[src/rtl/xbar_lane_framer.sv]
// Crossbar lane framer: prepends a dest/VLAN/source header beat, enforces max body length.
// Drop/truncation counters are present only when XBAR_LANE_FRAMER_STATS_EN is defined.
module xbar_lane_framer #(
  parameter logic [5:0] XBAR_PORT      = 6'd0,
  parameter int         NUM_XBAR_PORTS = 50,
  parameter int         MAX_BEATS      = 190
) (
  input  logic        clk_fabric,
  input  logic        areset_n,
  input  logic        s_tvalid,
  output logic        s_tready,
  input  logic [63:0] s_tdata,
  input  logic [7:0]  s_tkeep,
  input  logic        s_tlast,
  input  logic [6:0]  s_tdest,
  input  logic [11:0] s_tuser,
  output logic        m_tvalid,
  input  logic        m_tready,
  output logic [63:0] m_tdata,
  output logic [7:0]  m_tkeep,
  output logic        m_tlast,
  output logic        m_tuser,
  output logic [15:0] drop_count,
  output logic [15:0] trunc_count
);

  typedef enum logic [1:0] {
    S_IDLE,
    S_HEADER,
    S_BODY,
    S_DRAIN
  } state_t;

  localparam logic [7:0] NPORTS   = 8'(NUM_XBAR_PORTS);
  localparam logic [7:0] LAST_IDX = 8'(MAX_BEATS - 1);

  state_t      state_q, state_d;
  logic [6:0]  dest_q, dest_d;
  logic [11:0] vlan_q, vlan_d;
  logic [7:0]  beat_cnt_q, beat_cnt_d;
  logic        dest_ok;
  logic        at_max;
  logic [63:0] hdr;

  assign dest_ok = (s_tdest == 7'h7F) ||
                   ({1'b0, s_tdest} < NPORTS);
  assign at_max  = (beat_cnt_q == LAST_IDX);
  assign hdr     = {8'h5A, dest_q, 5'd0, vlan_q,
                    XBAR_PORT, 26'd0};

  always_ff @(posedge clk_fabric or negedge areset_n) begin
    if (!areset_n) begin
      state_q    <= S_IDLE;
      dest_q     <= '0;
      vlan_q     <= '0;
      beat_cnt_q <= '0;
    end else begin
      state_q    <= state_d;
      dest_q     <= dest_d;
      vlan_q     <= vlan_d;
      beat_cnt_q <= beat_cnt_d;
    end
  end

  always_comb begin
    state_d    = state_q;
    dest_d     = dest_q;
    vlan_d     = vlan_q;
    beat_cnt_d = beat_cnt_q;
    s_tready   = 1'b0;
    m_tvalid   = 1'b0;
    m_tdata    = '0;
    m_tkeep    = '0;
    m_tlast    = 1'b0;
    m_tuser    = 1'b0;
    unique case (state_q)
      S_IDLE: begin
        if (s_tvalid) begin
          dest_d  = s_tdest;
          vlan_d  = s_tuser;
          state_d = dest_ok ? S_HEADER : S_DRAIN;
        end
      end
      S_HEADER: begin
        m_tvalid = 1'b1;
        m_tkeep  = 8'hFF;
        m_tdata  = hdr;
        if (m_tready) begin
          state_d    = S_BODY;
          beat_cnt_d = '0;
        end
      end
      S_BODY: begin
        // zero-latency pass-through; the length cap forces tlast
        m_tvalid = s_tvalid;
        s_tready = m_tready;
        m_tdata  = s_tdata;
        m_tkeep  = s_tkeep;
        m_tlast  = s_tlast | at_max;
        m_tuser  = at_max & ~s_tlast;
        if (s_tvalid && m_tready) begin
          beat_cnt_d = beat_cnt_q + 8'd1;
          if (s_tlast)
            state_d = S_IDLE;
          else if (at_max)
            state_d = S_DRAIN;
        end
      end
      S_DRAIN: begin
        s_tready = 1'b1;
        if (s_tvalid && s_tlast)
          state_d = S_IDLE;
      end
      default: state_d = S_IDLE;
    endcase
  end

`ifdef XBAR_LANE_FRAMER_STATS_EN
  logic        drop_evt;
  logic        trunc_evt;
  logic [15:0] drop_q;
  logic [15:0] trunc_q;

  assign drop_evt  = (state_q == S_IDLE) && s_tvalid &&
                     !dest_ok;
  assign trunc_evt = (state_q == S_BODY) && s_tvalid &&
                     m_tready && !s_tlast && at_max;

  always_ff @(posedge clk_fabric or negedge areset_n) begin
    if (!areset_n) begin
      drop_q  <= '0;
      trunc_q <= '0;
    end else begin
      if (drop_evt && (drop_q != 16'hFFFF))
        drop_q <= drop_q + 16'd1;
      if (trunc_evt && (trunc_q != 16'hFFFF))
        trunc_q <= trunc_q + 16'd1;
    end
  end

  assign drop_count  = drop_q;
  assign trunc_count = trunc_q;
`else
  assign drop_count  = 16'h0;
  assign trunc_count = 16'h0;
`endif

endmodule

[config.mk]
export PLATFORM = sky130hd
export DESIGN_NAME = xbar_lane_framer
export DESIGN_NICKNAME = d
export VERILOG_FILES = /design/src/rtl/xbar_lane_framer.sv
export SDC_FILE = /design/constraint.sdc
export NUM_CORES = 1
export LEC_CHECK = 0
export CORE_MARGIN = 3
export CORE_UTILIZATION = 33
export DETAILED_ROUTE_END_ITERATION = 16
export PLACE_DENSITY = 0.89
export SKIP_CTS_REPAIR_TIMING = 1
export SYNTH_ARGS = -nofsm -noshare
export SYNTH_HDL_FRONTEND = slang
export SYNTH_SLANG_ARGS = --single-unit
[constraint.sdc]
create_clock -name clk_fabric -period 2 [get_ports clk_fabric]
set_input_delay 0.3 -clock clk_fabric [delete_from_list [all_inputs] [get_ports clk_fabric]]
set_output_delay 0.3 -clock clk_fabric [all_outputs]
set_load 0.1 [all_outputs]
==> flow_metrics.tcl, run 1 <==
set metrics [dict create \
    run_status "complete, but fails checks" \
    failed_checks "setup timing" \
    areaGrowthSynthToFinish_pct 134 \
    post-place-ws_ns 0.0925 \
    synth.avg_cell_area_um2 8.74 \
    antenna_found_initial 1 \
    routedWlPerCell_um 20.0 \
    cts_tree "done" \
    via_per_inst 4.99 \
    required_ns 1.70 \
    crit_chain "inv_4, ha_4, clkbuf_16, a22oi_1, nor2b_4, buf_12" \
    routed_wl_um 11100 \
    drtIter0Drc 172 \
    clk_transition_reported_paths_ns 0.07 \
    post-route-min-period_ns 2.14 \
    fp-row-count 30 \
    grt_pass1_wl_um 14800 \
    synth-main-ff-cell "dfrtp_1" \
    drc 0 \
    core_area_um2 6940 \
    grt_pass1_vias 2871 \
    finClkSkew_ns 0.00415 \
    drt_pass1_iterations 5 \
    worstHoldPathType "input port to async pin" \
    crit_start "state_q[0]" \
    synth_top_area_frac 0.301 \
    end_kind "output pin" \
    startpoint_type "flip-flop" \
    ys_ff_latch 29 \
    reg2reg_from "state_q[0]" \
    die-area_um2 8370 \
    worstPathMaxFanout 9 \
    htree_num_levels 2 \
    worst_slack_ns -0.138 \
    cts_made_buffers 5 \
    synthArstFlopShare 1.00 \
    ys_top_cells_by_count "and2_1 (42), nor2_1 (33), buf_4 (32)" \
    gr-usage-met1 0.213 \
    cts_max_path_buffers 2 \
    root_buffer "clkbuf_8" \
    max_stage_delay_ns 0.43 \
    setup_tns_ns -1.32 \
    drv_slew 0 \
    slowest_stage "dfrtp_2" \
    io_buffers 171 \
    busiest_layer "met2" \
    max_freq_mhz 468 \
    rsz0062_at_grt "yes" \
    ys_warn_count 0 \
    yosysMostFrequentCell "and2_1" \
    nNetsFinal 560 \
    drive_gt1_frac 0.489 \
    drtAntennaViolNets 0 \
    crit_path_end "m_tdata[51]" \
    critPathArrivalTime_ns 1.84 \
    gr-usage-met2 0.435 \
    grt_max_degree 39 \
    ys_seq_area_frac 0.301 \
    max-cap-violations 0 \
    grt_overflow_total 0 \
    boundaryPins 204 \
    fin_crit_sh 1.07 \
    gp_congestion 0.798 \
    die_w_um 91.5 \
    grt_util_met3 0.0613 \
    worstRegToRegCells 7 \
    reg2reg_slack_ns 0.06 \
    start_util 0.347 \
    grt.total_usage 0.221 \
    dp_hpwl_um 7680 \
    syn_inst 276 \
    synth.area.top_cells "dfrtp_1 (30%), and2_1 (11%), buf_4 (10%), mux2_2 (8.4%), a22oi_1 (5.9%)" \
    die_y_um 91.5 \
    synth_cell_types 40 \
    synth.largest_area_cell "dfrtp_1" \
    hold_viol 0 \
    numClockSinks 29 \
    worstSetupPathType "flip-flop to output pin" \
    post-route-util 0.814 \
    synth_area_um2 2410 \
    holdWs_ns 0.418 \
    vias 2770 \
    r2r_end "beat_cnt_q[6]" \
    synth_edf_count 0 \
    clock_latency_ns 0.29 \
    setup_viol 64 \
]
[how the worst min path moves through the flow]
stage	to	slack [ns]	cells past startpoint
3_3_place_gp	vlan_q[8]	0.48	1
2_1_floorplan	beat_cnt_q[0]	0.004	0
3_5_place_dp	vlan_q[10]	0.49	1
4_1_cts	vlan_q[11]	0.44	2
5_1_grt	vlan_q[0]	0.46	2
6_report	dest_q[2]	0.42	2
[layout make-up]
type,instances,area (um^2)
flip-flops and latches,29,728
repair buffers,193,2780
well taps,96,120
fillers,363,1290
inverters,5,23.8
multi-input cells,223,1880
clock inverters,2,37.5
diodes,1,2.50
clock buffers,6,82.6
[state kept, by name, indices dropped and copies added (netlist names)]
signal,cells
vlan_q,12
beat_cnt_q,8
dest_q,7
state_q,2
[per-layer routing]
| layer | share of wire | vias up |
|---|---|---|
| met5 | 0 | - |
| met4 | 0.037 | 0 |
| met3 | 0.059 | 39 |
| met2 | 0.58 | 154 |
| met1 | 0.32 | 1347 |
| li1 | - | 1230 |
[logic make-up (layout without fill, tap and decap cells)]
kind of cell    Yosys count  after routing  share of synthesized area
compound gates           37             37                      0.113
xor+xnor                  3              3                     0.0109
fa+ha+maj                 7              7                     0.0363
buf+inv                  55            206                      0.142
flops                    29             29                      0.301
mux                      23             23                      0.111
other cells               1             33                    0.00155
simple gates            121            121                      0.285
[cells in the final DEF (no fill, tap or decap), types with 2 or more instances in the layout]
cell / instances
mux2_2: 18
nor2b_4: 19
a21o_1: 2
inv_1: 3
dfrtp_2: 2
nand2b_1: 2
a22oi_2: 11
clkbuf_16: 3
ha_1: 4
nand4_1: 3
mux2i_1: 2
buf_4: 12
inv_4: 2
a22o_1: 5
ha_4: 3
a22oi_1: 8
nor3_1: 3
nor2_4: 12
nand2_1: 3
mux2_1: 2
clkbuf_8: 6
conb_1: 32
nand3b_1: 2
nand3_1: 5
buf_12: 83
and2_2: 22
and2_4: 20
nor2_1: 19
o21ai_0: 4
xnor2_1: 3
dfrtp_1: 27
clkdlybuf4s50_1: 95
nor2_2: 2
[stage by stage]
stage,std cells,area [um^2]
detailed placement,535,5210
global placement,535,5210
finish,555,5650
global route,555,5650
CTS,543,5330
floorplan,307,2820
[critical path: cells and delay by family, from the launching register on]
family                     cells  cell delay (ns)
adders and majority gates      1             0.23
AOI/OAI and AO/OA              1             0.36
DFF                            1             0.43
buffers and inverters          3             0.43
and+or+nand+nor                1             0.09
Power of run 1 is left out: the tool's default activity adds up to more than one toggle a clock period on the data nets, which glitch-free logic cannot reach.
==> run 2: changes to the inputs <==
CTS_CLUSTER_DIAMETER = 40   (was not set)
SLEW_MARGIN = 20   (was not set)
==> results of run 2 <==
The final DEF is identical to that of run 1; final timing and power are the same.
Power of run 2 is left out for the same reason.
